**config.mk**
```make
export PLATFORM = sky130hd
export DESIGN_NAME = chess_clock_core_n
export DESIGN_NICKNAME = d
export VERILOG_FILES = /design/src/rtl/chess_clock_core_n.sv
export SDC_FILE = /design/constraint.sdc
export NUM_CORES = 1
export LEC_CHECK = 0
export BUFFER_PORTS_ARGS = -buffer_cell sky130_fd_sc_hd__clkbuf_2
export CORE_MARGIN = 10
export CORE_UTILIZATION = 56
export DETAILED_ROUTE_END_ITERATION = 8
export MAX_ROUTING_LAYER = met4
export PLACE_DENSITY_LB_ADDON = 0.3
export SLEW_MARGIN = 25
export SYNTH_ARGS = -nofsm -noshare
export SYNTH_HDL_FRONTEND = slang
export SYNTH_SLANG_ARGS = --single-unit
```
**constraint.sdc**
```tcl
create_clock -name CLK -period 9.7 [get_ports CLK]
set_clock_uncertainty 0.05 [all_clocks]
set_input_delay 1.94 -clock CLK [delete_from_list [all_inputs] [get_ports CLK]]
set_output_delay 1.94 -clock CLK [all_outputs]
set_load 0.01 [all_outputs]
```
**src/rtl/chess_clock_core_n.sv**
```systemverilog
// N-player BCD mm:ss countdown core for the chess clock. It supports preset
// load, a Fischer increment on handover, per-player flag-fall and pause.
module chess_clock_core_n #(
    parameter int          N_PLAYERS = 2,
    parameter int          TICK_DIV  = 50000000,
    parameter logic [7:0]  RESET_MIN = 8'h05,
    parameter logic [7:0]  RESET_SEC = 8'h00,
    localparam int         PW        = (N_PLAYERS > 2) ? $clog2(N_PLAYERS) : 1
) (
    input  logic                      CLK,
    input  logic                      CLR,
    input  logic                      CE,
    input  logic                      SELECT,
    input  logic                      STOP,
    input  logic                      Set_Impulse,
    input  logic [7:0]                LOAD_MIN,
    input  logic [7:0]                LOAD_SEC,
    input  logic [7:0]                INC_SEC,
    output logic [16*N_PLAYERS-1:0]   TIME_BCD,
    output logic [PW-1:0]             ACTIVE,
    output logic [N_PLAYERS-1:0]      FLAG,
    output logic                      RUNNING,
    output logic                      LOAD_ERR
);

    localparam int CW = (TICK_DIV > 1) ? $clog2(TICK_DIV) : 1;

    typedef enum logic [1:0] {IDLE, RUN, PAUSE, FLAGGED} state_t;

    state_t                       state_q, state_d;
    logic [N_PLAYERS-1:0][15:0]   time_q, time_d;
    logic [PW-1:0]                active_q, active_d;
    logic [N_PLAYERS-1:0]         flag_q, flag_d;
    logic [CW-1:0]                presc_q, presc_d;
    logic                         load_err_q, load_err_d;
    logic                         select_hist, load_hist;

    logic        sel_e, ld_e, tick, load_ok, inc_ok;
    logic [7:0]  inc_val;
    logic [15:0] cur_time, dec_time, work_time;
    logic [PW-1:0] next_active;

    // One-second BCD decrement; only used on a non-zero time.
    function automatic logic [15:0] bcd_dec(input logic [15:0] t);
        logic [3:0] m1, m0, s1, s0;
        {m1, m0, s1, s0} = t;
        if (s0 != 4'd0) begin
            s0 = s0 - 4'd1;
        end else begin
            s0 = 4'd9;
            if (s1 != 4'd0) begin
                s1 = s1 - 4'd1;
            end else begin
                s1 = 4'd5;
                if (m0 != 4'd0) begin
                    m0 = m0 - 4'd1;
                end else begin
                    m0 = 4'd9;
                    m1 = m1 - 4'd1;
                end
            end
        end
        return {m1, m0, s1, s0};
    endfunction

    // Adds increment seconds with carry into minutes, saturating at 99:59.
    function automatic logic [15:0] bcd_add_sec(input logic [15:0] t, input logic [7:0] inc);
        int s;
        int m;
        s = int'(t[7:4]) * 10 + int'(t[3:0]) + int'(inc[7:4]) * 10 + int'(inc[3:0]);
        m = int'(t[15:12]) * 10 + int'(t[11:8]);
        if (s >= 60) begin
            s = s - 60;
            m = m + 1;
        end
        if (m > 99) begin
            return 16'h9959;
        end
        return {4'(m / 10), 4'(m % 10), 4'(s / 10), 4'(s % 10)};
    endfunction

    assign sel_e   = SELECT & ~select_hist;
    assign ld_e    = Set_Impulse & ~load_hist;
    assign tick    = (state_q == RUN) && (presc_q == CW'(TICK_DIV - 1));
    assign load_ok = (LOAD_MIN[7:4] <= 4'd9) && (LOAD_MIN[3:0] <= 4'd9) &&
                     (LOAD_SEC[7:4] <= 4'd5) && (LOAD_SEC[3:0] <= 4'd9);
    assign inc_ok  = (INC_SEC[7:4] <= 4'd5) && (INC_SEC[3:0] <= 4'd9);
    assign inc_val = inc_ok ? INC_SEC : 8'h00;
    assign cur_time    = time_q[active_q];
    assign dec_time    = bcd_dec(cur_time);
    assign next_active = (active_q == PW'(N_PLAYERS - 1)) ? '0 : active_q + 1'b1;

    // Edge history runs regardless of CE so no stale edge survives a CE gap.
    always_ff @(posedge CLK or posedge CLR) begin
        if (CLR) begin
            select_hist <= 1'b0;
            load_hist   <= 1'b0;
        end else begin
            select_hist <= SELECT;
            load_hist   <= Set_Impulse;
        end
    end

    always_ff @(posedge CLK or posedge CLR) begin
        if (CLR) begin
            state_q    <= IDLE;
            time_q     <= {N_PLAYERS{{RESET_MIN, RESET_SEC}}};
            active_q   <= '0;
            flag_q     <= '0;
            presc_q    <= '0;
            load_err_q <= 1'b0;
        end else begin
            state_q    <= state_d;
            time_q     <= time_d;
            active_q   <= active_d;
            flag_q     <= flag_d;
            presc_q    <= presc_d;
            load_err_q <= load_err_d;
        end
    end

    always_comb begin
        state_d    = state_q;
        time_d     = time_q;
        active_d   = active_q;
        flag_d     = flag_q;
        presc_d    = presc_q;
        load_err_d = 1'b0;
        work_time  = cur_time;

        if (CE) begin
            unique case (state_q)
                IDLE: begin
                    if (ld_e) begin
                        if (load_ok) begin
                            time_d   = {N_PLAYERS{{LOAD_MIN, LOAD_SEC}}};
                            flag_d   = '0;
                            active_d = '0;
                            presc_d  = '0;
                        end else begin
                            load_err_d = 1'b1;
                        end
                    end else if (sel_e) begin
                        state_d = RUN;
                        presc_d = '0;
                    end
                end
                RUN: begin
                    if (cur_time == 16'h0000) begin
                        flag_d[active_q] = 1'b1;
                        state_d          = FLAGGED;
                    end else if (STOP) begin
                        state_d = PAUSE;
                    end else if (tick && dec_time == 16'h0000) begin
                        // Flag-fall beats a coincident handover.
                        time_d[active_q] = 16'h0000;
                        flag_d[active_q] = 1'b1;
                        state_d          = FLAGGED;
                        presc_d          = '0;
                    end else begin
                        work_time = tick ? dec_time : cur_time;
                        presc_d   = tick ? '0 : presc_q + 1'b1;
                        if (sel_e) begin
                            work_time = bcd_add_sec(work_time, inc_val);
                            active_d  = next_active;
                            presc_d   = '0;
                        end
                        time_d[active_q] = work_time;
                    end
                end
                PAUSE, FLAGGED: begin
                    if (ld_e) begin
                        if (load_ok) begin
                            time_d   = {N_PLAYERS{{LOAD_MIN, LOAD_SEC}}};
                            flag_d   = '0;
                            active_d = '0;
                            presc_d  = '0;
                            state_d  = IDLE;
                        end else begin
                            load_err_d = 1'b1;
                        end
                    end else if (state_q == PAUSE && !STOP) begin
                        state_d = RUN;
                    end
                end
                default: state_d = IDLE;
            endcase
        end
    end

    assign TIME_BCD = time_q;
    assign ACTIVE   = active_q;
    assign FLAG     = flag_q;
    assign RUNNING  = (state_q == RUN);
    assign LOAD_ERR = load_err_q;

endmodule

```
; ---- Word level (Yosys, flattened, before mapping)
; Cells that the tools add are included.
[word_totals]
elab_cells = 175
output_inout_bits = 37
regBits = 66
[classes]
n_mux = 89
n_mul = 3
n_addsub = 12
div_mod_pow = 4
n_bitwise = 7
n_eq_ne = 19
n_reduce_logical = 22
order_cmp = 10
[op_table]
columns = op, n
row1 = $mux 32, 18
row2 = $mux 26, 9
row3 = $mux 16, 12
row4 = $pmux 26 s3, 1
row5 = $div 32x5->32 const B, 2
row6 = $mod 32x5->32 const B, 2
row7 = $pmux 32 s2, 1
row8 = $mux 4, 9
row9 = $and 32x32->32, 1
row10 = $bwmux 32, 1
row11 = $gt 32x8->1 const B, 1
row12 = $logic_not 16->1, 2
row13 = $not 32->32, 1
row14 = $add 26x1->26 const B, 1
row15 = $eq 26x26->1 const B, 1
row16 = $mux 2, 12
row17 = $mul 4x3->7 const B, 3
row18 = $mux 1, 19
row19 = $add 8x4->9, 2
row20 = $demux 16 s1, 1
row21 = $le 4x4->1 const B, 4
row22 = $sub 4x1->4 const B, 4
row23 = $reduce_and 5->1, 3
row24 = $ne 2x2->1 const B, 6
row25 = other kinds (33), 50

; ---- Depth between registers and ports, before layout
; Gate-level depths: netlist of the first run.
[depth]
depth_word = 39
mapped_depth = 42
depth_no_buf = 37

; ---- Worst setup path after synthesis of the first run
; OpenSTA, ideal clock, no wires.
[synth_path]
path_type = register -> register
start = register active_q (netlist: ACTIVE)
end = register time_q (netlist bit TIME_BCD[2])
t_arrival_ns = 9.108
setup_ns = 0.094
path_stages_with_launch = 42
synth_period_minus_slack_ns = 9.252
slack_ns = 0.448
n_path_buf = 5
path_cell_list = dfrtp_1 buf_2 buf_6 clkbuf_1 mux2i_1 ha_1 nor4bb_1 or2_2 inv_1 or4_1 nand2_1 mux2i_1 inv_1 ha_1 ha_1 fa_1 xnor2_1 ha_1 (+6 left out) a21o_1 a211oi_2 o2111ai_1 and2_1 a311o_1 o21a_1 a211o_1 or4_1 o2111a_1 buf_6 a21o_1 a221oi_4 xnor2_1 ha_1 or3_1 mux2i_1 a21oi_1 a211oi_1
[synth_between]
elab_chain_cells = 38
[synth_lines]
columns = element, line_no
row1 = start: declaration, 32  ; logic [PW-1:0] active_q, active_d;
row2 = start signal: assignment, 115  ; active_q <= active_d;
row3 = "parallel branches: the longest is 38 deep, another holds $sub 11x6->12", -
row4 = end signal: assignment, 107  ; time_q <= {N_PLAYERS{{RESET_MIN, RESET_SEC}}};
row5 = end signal: assignment, 114  ; time_q <= time_d;
row6 = end: declaration, 31  ; logic [N_PLAYERS-1:0][15:0] time_q, time_d;
; Several ways; the timed one is not identified. The select of a mux whose other input is x is not followed.
; A chain may end at the register's enable or synchronous reset.

; ---- Final worst setup path of the first run
; Same ends and word-level chain as after synthesis.

==> results of run 1 <==
## stage by stage
stage               std cells  cell area, µm²  hold WS [ns]
floorplan                 969            7800         0.406
global placement         1190            8300         0.434
detailed placement       1190            8300         0.442
CTS                      1206            8590         0.453
global route             1208            8740         0.476
finish                   1208            8740         0.454
## cells in the final DEF (no fill, tap or decap), drive strengths merged, types with 10 or more instances in the layout
cell type,n
ha,42
a22oi,11
xor2,22
and3,17
xnor2,30
nor3,29
buf,20
dfrtp,62
a211oi,11
nand4,11
a21oi,63
clkbuf,75
nand2,94
mux2i,24
o22ai,12
nand2b,10
a22o,17
inv,41
nand3,32
nor2,73
and2,17
fa,12
a21o,12
o21ai,109
nor2b,11
## registers in the layout, indices dropped and copies added, names as in the netlist
name and count:
LOAD_ERR 1, state_q 2, ACTIVE 1, load_hist 1
presc_q 26, FLAG 2, TIME_BCD 32, select_hist 1
## metal layers
layer  share of wire (%)  vias up  global-route usage (%)  wire (µm)
met5                   0        -                       -          0
met4                 1.8        0                    6.10        417
met3                 6.6       36                    3.01       1510
met2                  49      280                    38.0      11200
met1                  43     3679                    30.2       9930
li1                    -     3698                       -          -
## cell families after synthesis
logic type      synth area share, %
compound gates                 29.1
xor+xnor                       6.51
fa+ha+maj                      9.95
buf+inv                        4.49
flops                          21.2
mux                            4.24
other cells                  0.0963
simple gates                   24.3
## final cells by class
class	count	area [µm²]	share of cell area (%)
clock inverters	7	68.8	0.787
clock buffers	9	225	2.58
repair buffers	86	480	5.49
inverters	41	154	1.76
multi-input cells	819	5930	67.8
well taps	180	225	2.58
flip-flops and latches	66	1660	19.0
## repair_timing
item / in CTS / in global routing
endpoints found under the hold margin: 0 / 0
setup buffers: 0 / 2
setup endpoints to repair: 0 / 10
gates resized for setup: 0 / 25
## worst max-delay path, delay by kind of cell (launching register included)
kind            cells  cell delay, ns
flops               1            0.43
xor+xnor            2            0.38
buf+inv             4            0.27
simple gates        9            2.73
fa+ha+maj           8            2.37
mux                 3            0.57
compound gates     10            2.31
## worst paths after layout
check	to	slack, ns	depth (start not counted)
setup / recovery	TIME_BCD[2]	0.46	36
hold / removal	presc_q[25]	0.45	1
setup reg to reg	TIME_BCD[2]	0.46	36
hold reg to reg	presc_q[25]	0.45	1
max in group asynchronous	ACTIVE	7.20	3
min in group asynchronous	presc_q[19]	1.79	3
==> results_tabular.tex, run 1 <==
\begin{tabular}{lr}
\hline
Metric & Value \\
\hline
\multicolumn{2}{l}{\textbf{Timing}} \\
Setup violators final & 0 \\
Least setup slack across all paths after layout & 0.462 ns \\
Slew at the pin with the worst max-slew slack & 0.955 ns \\
Slew HR & 36.3\% \\
Count of endpoints failing hold in the final timing report & 0 \\
Final critical-path required period & 9.24 ns \\
Final-layout setup total negative slack & 0 ns \\
Final period util & 95.2\% \\
Peak clock frequency supported by timing & 108 MHz \\
Max-slew violations & 0 \\
\multicolumn{2}{l}{\textbf{Setup path}} \\
Worst-path fanout max & 9 \\
Reg-to-Reg Start & ACTIVE \\
Slowest stage cell on the critical path & sky130\_fd\_sc\_hd\_\_or4\_1 \\
CP peak stage delay & 0.51 ns \\
Critical Path Source Type & flop \\
Required time at the worst-slack endpoint & 9.89 ns \\
Kind of critical path & reg2reg \\
Critical path endpoint category & flop \\
Critical Path Start & ACTIVE \\
Critical path arrival & 9.43 ns \\
\multicolumn{2}{l}{\textbf{Logic synthesis}} \\
Synth cell count leaders & 96 x sky130\_fd\_sc\_hd\_\_o21ai\_0, 93 x sky130\_fd\_sc\_hd\_\_nand2\_1, 72 x sky130\_fd\_sc\_hd\_\_nor2\_1 \\
Share of the synthesized area in the top cell type & 19.9\% \\
Proportion of register bits with asynchronous set or reset after synthesis & 100\% \\
Register bit count reported by yosys & 66 \\
Yosys warning total & 0 \\
Cell types with the largest area share after synthesis & sky130\_fd\_sc\_hd\_\_dfrtp\_1 20\%, sky130\_fd\_sc\_hd\_\_ha\_1 6.7\%, sky130\_fd\_sc\_hd\_\_o21ai\_0 6.2\%, sky130\_fd\_sc\_hd\_\_nand2\_1 4.5\%, sky130\_fd\_sc\_hd\_\_a21oi\_1 3.8\% \\
Prevailing post-synth register cell & sky130\_fd\_sc\_hd\_\_dfrtp\_1 \\
Cell variety after synth & 102 \\
Syn Inst Count & 968 \\
Post-synthesis cell area & 7800 µm² \\
Library cell with the largest summed area after synthesis & sky130\_fd\_sc\_hd\_\_dfrtp\_1 \\
Number of synthesized flops with an enable pin & 0 \\
Average size of a mapped cell & 8.06 µm² \\
Sequential fraction of the synthesis area & 21.2\% \\
Most repeated cell in the gate-level netlist after synthesis & sky130\_fd\_sc\_hd\_\_o21ai\_0 \\
\multicolumn{2}{l}{\textbf{CTS}} \\
Clock-pin slew on the worst setup and hold paths & 0.06 ns \\
Clock root buffer & sky130\_fd\_sc\_hd\_\_clkbuf\_16 \\
Later-pin clock latency in the skew report & 0.34 ns \\
H-tree depth reported by CTS & 3 \\
Clock tree from TritonCTS & done \\
CTS hold repair buffers & 0 \\
Cts bufs inserted & 9 \\
Maximum buffer depth of the clock tree & 2 \\
Clk sink count & 66 \\
\multicolumn{2}{l}{\textbf{Floorplanning}} \\
Die span in x & 138 µm \\
Site Rows & 43 \\
Number of ports placed on the die boundary & 67 \\
Full die area & 19000 µm² \\
Effective utilization at floorplan & 56.6\% \\
Die Ht & 138 µm \\
Area of the core & 13800 µm² \\
\multicolumn{2}{l}{\textbf{Routing}} \\
Antenna-violating nets left & 0 \\
Final routed wirelength across all metal layers & 23100 µm \\
Mean routed wirelength per cell & 19.1 µm \\
Final routed DRC violation total & 0 \\
Starting DRC count in detailed routing & 669 \\
Routed vias & 7693 \\
Detailed-route vias per instance & 6.37 \\
Number of optimization iterations in the first detailed-route pass & 7 \\
\multicolumn{2}{l}{\textbf{Final layout}} \\
Antenna Cells & 0 \\
Fin util & 63.5\% \\
Number of filler cells placed in the layout & 1229 \\
Share of cells above drive strength 1 & 18.7\% \\
Post-layout nets & 1107 \\
Layout-stage area growth over the synthesis result & 12.1\% \\
\multicolumn{2}{l}{\textbf{Placement}} \\
Placement-stage worst setup slack & 0.128 ns \\
Placer congestion estimate & 1.03 \\
HPWL after DPL & 17300 µm \\
Port buffer count & 66 \\
\multicolumn{2}{l}{\textbf{Global routing}} \\
Number of global-route vias before repair & 7219 \\
Wire length of the first global-routing pass & 37400 µm \\
Largest net degree at the start of global routing & 67 \\
Remaining global-route overflow & 0 \\
Number of antenna violations at the first check in global routing & 0 \\
Global routing usage summed across all routing layers & 23.4\% \\
\multicolumn{2}{l}{\textbf{Hold path}} \\
Path type of the worst min-delay path & reg2reg \\
Hold Startpoint & presc\_q[25] \\
\multicolumn{2}{l}{\textbf{Job}} \\
Number of maximum-capacitance constraint violations & 0 \\
\multicolumn{2}{l}{\textbf{Outcome}} \\
Status & complete, no violations \\
\hline
\end{tabular}
Power of run 1 is not shown: default switching activity piles up to over one toggle a cycle in this logic, so the estimate is an artifact.
==> run 2, diff against run 1 <==
SLEW_MARGIN = 20   (was 25)
clock period = 7.9 ns   (was 9.7 ns; I/O delays follow)
==> run 2 against run 1 <==
Net effect:
- the flow now finishes with violations (setup timing)
- worst setup slack got worse by 0.92 ns
- sequential share of layout area decreased by 4.1 points
- critical path depth increased by 5
- flip-flop and latch count unchanged
- worst hold slack improved by 0.0037 ns
- global-route usage increased by 3.8 points
- clock-buffer cell count increased by 1
- cell area increased by 27%
- critical path type unchanged
==> results_tabular.tex, run 2 (synthesis gave the netlist of run 1 again) <==
\begin{tabular}{lr}
\hline
Metric & Value \\
\hline
\multicolumn{2}{l}{\textbf{Hold path}} \\
Path type of the worst min-delay path & reg2reg \\
\multicolumn{2}{l}{\textbf{Final layout}} \\
Flip-flop count of the largest register after layout & 32 (unchanged) \\
Antenna Cells & 0 (unchanged) \\
Layout-stage area growth over the synthesis result & 42.8\% \\
Leading cell types in the layout, fill and taps excluded & 223 x sky130\_fd\_sc\_hd\_\_buf\_4, 87 x sky130\_fd\_sc\_hd\_\_nand2\_1, 71 x sky130\_fd\_sc\_hd\_\_o21ai\_0, 66 x sky130\_fd\_sc\_hd\_\_clkbuf\_2, 65 x sky130\_fd\_sc\_hd\_\_nor2\_1 \\
Share of cells above drive strength 1 & 40.0\% (+21 points) \\
Post-layout nets & 1324 (+20\%) \\
Fin util & 80.8\% (+17 points) \\
Most common library cell in the layout ignoring fill and taps & sky130\_fd\_sc\_hd\_\_buf\_4 \\
\multicolumn{2}{l}{\textbf{Global routing}} \\
Remaining global-route overflow & 0 (unchanged) \\
Number of global-route vias before repair & 8784 (+22\%) \\
Global routing usage summed across all routing layers & 27.2\% (+3.8 points) \\
Largest net degree at the start of global routing & 67 (unchanged) \\
Wire length of the first global-routing pass & 43300 µm (+16\%) \\
Number of antenna violations at the first check in global routing & 0 (unchanged) \\
\multicolumn{2}{l}{\textbf{Timing}} \\
Final-layout setup total negative slack & -5.26 ns (-5.26 ns) \\
Peak clock frequency supported by timing & 120 MHz (+11\%) \\
Final period util & 106\% (+11 points) \\
Hold Worst Slack & 0.458 ns (+0.00368 ns) \\
Setup repair after global routing missed its margin & yes \\
Max-slew violations & 0 (unchanged) \\
Count of endpoints failing hold in the final timing report & 0 (unchanged) \\
Final critical-path required period & 8.36 ns (-0.879 ns) \\
Slew at the pin with the worst max-slew slack & 1.11 ns (+0.158 ns) \\
Least setup slack across all paths after layout & -0.459 ns (-0.921 ns) \\
Slew HR & 25.6\% (-11 points) \\
Setup violators final & 22 (+22) \\
\multicolumn{2}{l}{\textbf{Outcome}} \\
Violated checks & setup timing \\
Status & finished with violations \\
\multicolumn{2}{l}{\textbf{Placement}} \\
Port buffer count & 66 (unchanged) \\
Placement-stage worst setup slack & -0.745 ns (-0.873 ns) \\
HPWL after DPL & 19700 µm (+14\%) \\
Placer congestion estimate & 0.994 (-3.3\%) \\
\multicolumn{2}{l}{\textbf{CTS}} \\
Cts bufs inserted & 9 (unchanged) \\
CTS hold repair buffers & 0 (unchanged) \\
Later-pin clock latency in the skew report & 0.35 ns (about the same) \\
Clk sink count & 66 (unchanged) \\
Clock tree from TritonCTS & done \\
Maximum buffer depth of the clock tree & 2 (unchanged) \\
Clock root buffer & sky130\_fd\_sc\_hd\_\_clkbuf\_16 \\
H-tree depth reported by CTS & 3 (unchanged) \\
Clock-pin slew on the worst setup and hold paths & 0.06 ns (about the same) \\
\multicolumn{2}{l}{\textbf{Floorplanning}} \\
Site Rows & 43 (unchanged) \\
Area of the core & 13800 µm² (unchanged) \\
Full die area & 19000 µm² (unchanged) \\
Number of ports placed on the die boundary & 67 (unchanged) \\
Die span in x & 138 µm (unchanged) \\
Die Ht & 138 µm (unchanged) \\
Effective utilization at floorplan & 56.6\% (unchanged) \\
\multicolumn{2}{l}{\textbf{Routing}} \\
Detailed-route vias per instance & 6.46 (+1.4\%) \\
Antenna-violating nets left & 0 (unchanged) \\
Mean routed wirelength per cell & 20.0 µm (+4.5\%) \\
Starting DRC count in detailed routing & 1071 (+60\%) \\
Routed vias & 9205 (+20\%) \\
Final routed DRC violation total & 0 (unchanged) \\
Number of optimization iterations in the first detailed-route pass & 5 (-2) \\
Final routed wirelength across all metal layers & 28400 µm (+23\%) \\
\multicolumn{2}{l}{\textbf{Setup path}} \\
Critical Path Source Type & flop \\
Slowest stage cell on the critical path & sky130\_fd\_sc\_hd\_\_fa\_1 \\
Kind of critical path & reg2reg \\
Critical path endpoint category & flop \\
CP peak stage delay & 0.51 ns (about the same) \\
Worst-path fanout max & 5 (-4) \\
Library cell appearing most often on the critical path & sky130\_fd\_sc\_hd\_\_buf\_4 \\
Required time at the worst-slack endpoint & 8.12 ns (-1.77 ns) \\
Critical path arrival & 8.58 ns (-0.85 ns) \\
\multicolumn{2}{l}{\textbf{Job}} \\
Number of maximum-capacitance constraint violations & 0 (unchanged) \\
\hline
\end{tabular}
==> run 2: changes by cell type in the layout (fill, tap and decap cells not counted), moves of 6 or more <==
cell	change
sky130_fd_sc_hd__o21ai_0	-23
sky130_fd_sc_hd__xnor2_1	-8
sky130_fd_sc_hd__o21ai_1	+13
sky130_fd_sc_hd__xnor2_2	+7
sky130_fd_sc_hd__buf_4	+203
sky130_fd_sc_hd__ha_1	-9
sky130_fd_sc_hd__buf_6	+14
sky130_fd_sc_hd__ha_4	+8
sky130_fd_sc_hd__nor2_1	-7
sky130_fd_sc_hd__a21oi_2	+7
sky130_fd_sc_hd__nand2_1	-6
sky130_fd_sc_hd__a21oi_1	-12
sky130_fd_sc_hd__o21ai_2	+10
sky130_fd_sc_hd__nor2_2	+6
==> run 2: critical path: cells and delay by family, from the launching register on <==
kind	cells	cell delay, ns
adder cells (fa/ha/maj)	8	2.09
AO/OA/AOI/OAI	10	2.03
AND/OR/NAND/NOR	9	1.81
buffers and inverters	9	1.00
multiplexers	3	0.57
flip-flops	1	0.46
XOR/XNOR	2	0.28
==> run 2: repair_timing <==
item	4_1_cts	5_1_grt
gates cloned	0	0
endpoints found under the setup margin	26	32
pin swaps	34	71
gates resized for setup	62	98
setup buffers	16	22
==> run 2: final timing paths <==
| path | slack (ns) | startpoint | cells past startpoint | endpoint |
|---|---|---|---|---|
| max reg2reg | -0.46 | ACTIVE | 41 | TIME_BCD[18] |
| min reg2reg | 0.46 | FLAG[0] | 2 | FLAG[0] |
| max | -0.46 | ACTIVE | 41 | TIME_BCD[18] |
| min | 0.46 | FLAG[0] | 2 | FLAG[0] |
| min in group asynchronous | 1.42 | CLR | 3 | TIME_BCD[5] |
| max in group asynchronous | 5.74 | CLR | 3 | ACTIVE |
==> run 2: metrics by stage <==
stage | cells | instance area [µm²]
after CTS | 1407 | 10500
after detailed placement | 1375 | 9830
after global placement | 1375 | 9830
after global routing | 1425 | 11100
after floorplan | 969 | 7990
final | 1425 | 11100
==> run 2: layer usage <==
metal  up-vias  track usage, %  share of wire, %
met2       532            45.5                49
li1       4136               -                 -
met4         0            11.9               4.3
met3       143            3.32               8.1
met1      4394            32.3                38
met5         -               -                 0
==> run 2: area by class of cell <==
class	instances	area, µm²
Clock buffer	10	239
Clock inverter	6	65.1
Fill cell	834	2640
Inverter	41	154
Multi-Input combinational cell	819	6630
Sequential cell	66	1660
Tap cell	180	225
Timing Repair Buffer	303	2160
Power of run 2 is left out for the same reason.
==> run 3, diff against run 2 <==
--- a/config.mk
+++ b/config.mk
@@ -10,4 +10,5 @@
 export CORE_UTILIZATION = 56
 export DETAILED_ROUTE_END_ITERATION = 8
+export HOLD_SLACK_MARGIN = 0.12
 export MAX_ROUTING_LAYER = met4
 export PLACE_DENSITY_LB_ADDON = 0.3
==> constraint.sdc (replaced) <==
create_clock -name CLK -period 7.9 [get_ports CLK]
set_clock_uncertainty 0.05 [all_clocks]
set_input_delay 0.395 -clock CLK [delete_from_list [all_inputs] [get_ports CLK]]
set_output_delay 0.395 -clock CLK [all_outputs]
set_load 0.01 [all_outputs]
==> run 3 against run 2 <==
Net effect:
- the flow still finishes with violations (setup timing)
- critical path depth decreased by 4
- wire length increased by 5.2%
- utilization shrank 0.24 points
- worst setup slack better by 0.029 ns
- die area unchanged
- fmax up 0.35%
- worst hold slack lost 0.33 ns
- first-iteration DRC count shrank 3.5%
- cell area is 0.29% lower
- largest cell class unchanged
==> results_tabular.tex, run 3 (synthesis gave the netlist of run 1 again) <==
\begin{tabular}{lr}
\hline
Metric & Value \\
\hline
\multicolumn{2}{l}{\textbf{Global routing}} \\
Number of antenna violations at the first check in global routing & 0 (unchanged) \\
Wire length of the first global-routing pass & 43600 µm (+0.59\%) \\
Largest net degree at the start of global routing & 67 (unchanged) \\
Global routing usage summed across all routing layers & 27.4\% (+0.19 points) \\
Number of global-route vias before repair & 8857 (+0.83\%) \\
Remaining global-route overflow & 0 (unchanged) \\
\multicolumn{2}{l}{\textbf{Final layout}} \\
Leading cell types in the layout, fill and taps excluded & 207 x sky130\_fd\_sc\_hd\_\_buf\_4, 92 x sky130\_fd\_sc\_hd\_\_nand2\_1, 76 x sky130\_fd\_sc\_hd\_\_o21ai\_0, 66 x sky130\_fd\_sc\_hd\_\_clkbuf\_2, 64 x sky130\_fd\_sc\_hd\_\_nor2\_1 \\
Multi-input combinational cell area & 6670 µm² (+0.60\%) \\
Antenna Cells & 0 (unchanged) \\
Most common library cell in the layout ignoring fill and taps & sky130\_fd\_sc\_hd\_\_buf\_4 \\
Number of filler cells placed in the layout & 832 (-0.24\%) \\
FF+latch area & 1660 µm² (unchanged) \\
Share of cells above drive strength 1 & 39.9\% (-0.11 points) \\
Post-layout nets & 1310 (-1.1\%) \\
Flip-flop count of the largest register after layout & 32 (unchanged) \\
Post-layout instance area & 11100 µm² (-0.29\%) \\
Final cell count without fillers & 1411 (-0.98\%) \\
Layout-stage area growth over the synthesis result & 42.4\% \\
\multicolumn{2}{l}{\textbf{Routing}} \\
Antenna-violating nets left & 0 (unchanged) \\
Final routed DRC violation total & 0 (unchanged) \\
Starting DRC count in detailed routing & 1034 (-3.5\%) \\
Detailed-route vias per instance & 6.64 (+2.8\%) \\
Routed vias & 9367 (+1.8\%) \\
Mean routed wirelength per cell & 21.2 µm (+6.3\%) \\
Number of optimization iterations in the first detailed-route pass & 6 (+1) \\
Final routed wirelength across all metal layers & 29900 µm (+5.2\%) \\
\multicolumn{2}{l}{\textbf{Timing}} \\
Peak clock frequency supported by timing & 120 MHz (+0.35\%) \\
Slew at the pin with the worst max-slew slack & 1.21 ns (+0.0947 ns) \\
Max-slew violations & 0 (unchanged) \\
Final period util & 105\% (-0.37 points) \\
Final critical-path required period & 8.33 ns (-0.0294 ns) \\
Count of endpoints failing hold in the final timing report & 0 (unchanged) \\
Setup repair after global routing missed its margin & yes \\
Least setup slack across all paths after layout & -0.430 ns (+0.0294 ns) \\
Slew HR & 19.3\% (-6.3 points) \\
Setup violators final & 12 (-45\%) \\
\multicolumn{2}{l}{\textbf{CTS}} \\
CTS hold repair buffers & 0 (unchanged) \\
Clock tree from TritonCTS & done \\
Clk sink count & 66 (unchanged) \\
Clock root buffer & sky130\_fd\_sc\_hd\_\_clkbuf\_16 \\
Maximum buffer depth of the clock tree & 2 (unchanged) \\
Clock-pin slew on the worst setup and hold paths & 0.06 ns (about the same) \\
H-tree depth reported by CTS & 3 (unchanged) \\
Later-pin clock latency in the skew report & 0.35 ns (about the same) \\
Cts bufs inserted & 9 (unchanged) \\
\multicolumn{2}{l}{\textbf{Floorplanning}} \\
Area of the core & 13800 µm² (unchanged) \\
Full die area & 19000 µm² (unchanged) \\
Effective utilization at floorplan & 56.6\% (unchanged) \\
Number of ports placed on the die boundary & 67 (unchanged) \\
Die span in x & 138 µm (unchanged) \\
Site Rows & 43 (unchanged) \\
Die Ht & 138 µm (unchanged) \\
\multicolumn{2}{l}{\textbf{Setup path}} \\
Slowest stage cell on the critical path & sky130\_fd\_sc\_hd\_\_or4\_1 \\
CP peak stage delay & 0.52 ns (about the same) \\
Critical path endpoint category & flop \\
Required time at the worst-slack endpoint & 8.10 ns (-0.02 ns) \\
Kind of critical path & reg2reg \\
Critical path arrival & 8.53 ns (-0.05 ns) \\
Worst-path fanout max & 6 (+1) \\
Worst path buffer plus inverter count & 5 (-4) \\
Critical path's top delay family & compound AO/OA/AOI/OAI gates \\
Critical Path Source Type & flop \\
\multicolumn{2}{l}{\textbf{Placement}} \\
HPWL after DPL & 19900 µm (+1.2\%) \\
Post-placement cell area & 9760 µm² (-0.69\%) \\
Port buffer count & 66 (unchanged) \\
Placer congestion estimate & 0.994 (about the same) \\
Placed cell count & 1366 (-0.65\%) \\
\multicolumn{2}{l}{\textbf{Job}} \\
Number of maximum-capacitance constraint violations & 0 (unchanged) \\
\multicolumn{2}{l}{\textbf{Hold path}} \\
Path type of the worst min-delay path & in2reg \\
\multicolumn{2}{l}{\textbf{Outcome}} \\
Status & finished with violations \\
Violated checks & setup timing \\
\hline
\end{tabular}
==> run 3: changes by cell type in the layout (fill, tap and decap cells not counted), moves of 3 or more <==
cell	before	now
sky130_fd_sc_hd__nand2_1	87	92
sky130_fd_sc_hd__o21ai_1	28	21
sky130_fd_sc_hd__o21ai_0	71	76
sky130_fd_sc_hd__nand2_2	5	1
sky130_fd_sc_hd__xor2_1	18	14
sky130_fd_sc_hd__o22ai_2	2	5
sky130_fd_sc_hd__xor2_2	3	8
sky130_fd_sc_hd__o22ai_1	10	7
sky130_fd_sc_hd__buf_4	223	207
==> run 3: what timing repair did <==
| item | 4_1_cts | 5_1_grt |
|---|---|---|
| pin swaps | 33 | 84 |
| gates resized for setup | 41 | 122 |
| setup buffers | 12 | 26 |
| hold endpoints to repair | 0 | 0 |
| setup endpoints to repair | 26 | 28 |
==> run 3: path summary, 6_finish.rpt <==
kind	start	to	slack, ns	depth (start not counted)
setup / recovery	ACTIVE	TIME_BCD[2]	-0.43	37
hold / removal	Set_Impulse	load_hist	0.12	1
setup reg to reg	ACTIVE	TIME_BCD[2]	-0.43	37
hold reg to reg	FLAG[0]	FLAG[0]	0.46	2
max in group asynchronous	CLR	ACTIVE	6.94	3
min in group asynchronous	CLR	presc_q[18]	0.23	3
==> run 3: metal layers <==
metal,vias to the layer above,share of wire (%),GRT usage [%]
met5,-,0,-
met4,0,5.5,11.7
met3,182,8.4,3.94
met2,605,49,46.0
met1,4470,37,32.1
li1,4110,-,-
==> run 3: worst reg2reg max path: cells and delay by family, from the launching register on <==
family / cells / cell delay (ns)
buffers and inverters: 5 / 0.38
AND/OR/NAND/NOR: 8 / 2.11
multiplexers: 3 / 0.57
AO/OA/AOI/OAI: 11 / 2.36
flip-flops: 1 / 0.44
adder cells (fa/ha/maj): 8 / 2.06
XOR/XNOR: 2 / 0.26
==> run 3: final cells by class <==
class / count / area share, %
Timing Repair Buffer: 289 / 18.7
Clock buffer: 12 / 2.22
Clock inverter: 4 / 0.665
Tap cell: 180 / 2.03
Inverter: 41 / 1.39
Sequential cell: 66 / 14.9
Multi-Input combinational cell: 819 / 60.1
==> run 3: per-stage QoR <==
stage	setup slack, ns	hold WS, ns	utilization, %	setup TNS [ns]
after CTS	-0.310	0.125	75.4	-2.21
after global placement	-0.305	0.440	70.9	-1.38
after floorplan	-0.493	0.376	-	-2.34
after global routing	-0.715	0.126	80.6	-8.52
after detailed placement	-0.574	0.449	70.9	-5.89
final	-0.430	0.125	80.6	-2.34
Power of run 3 is left out for the same reason.
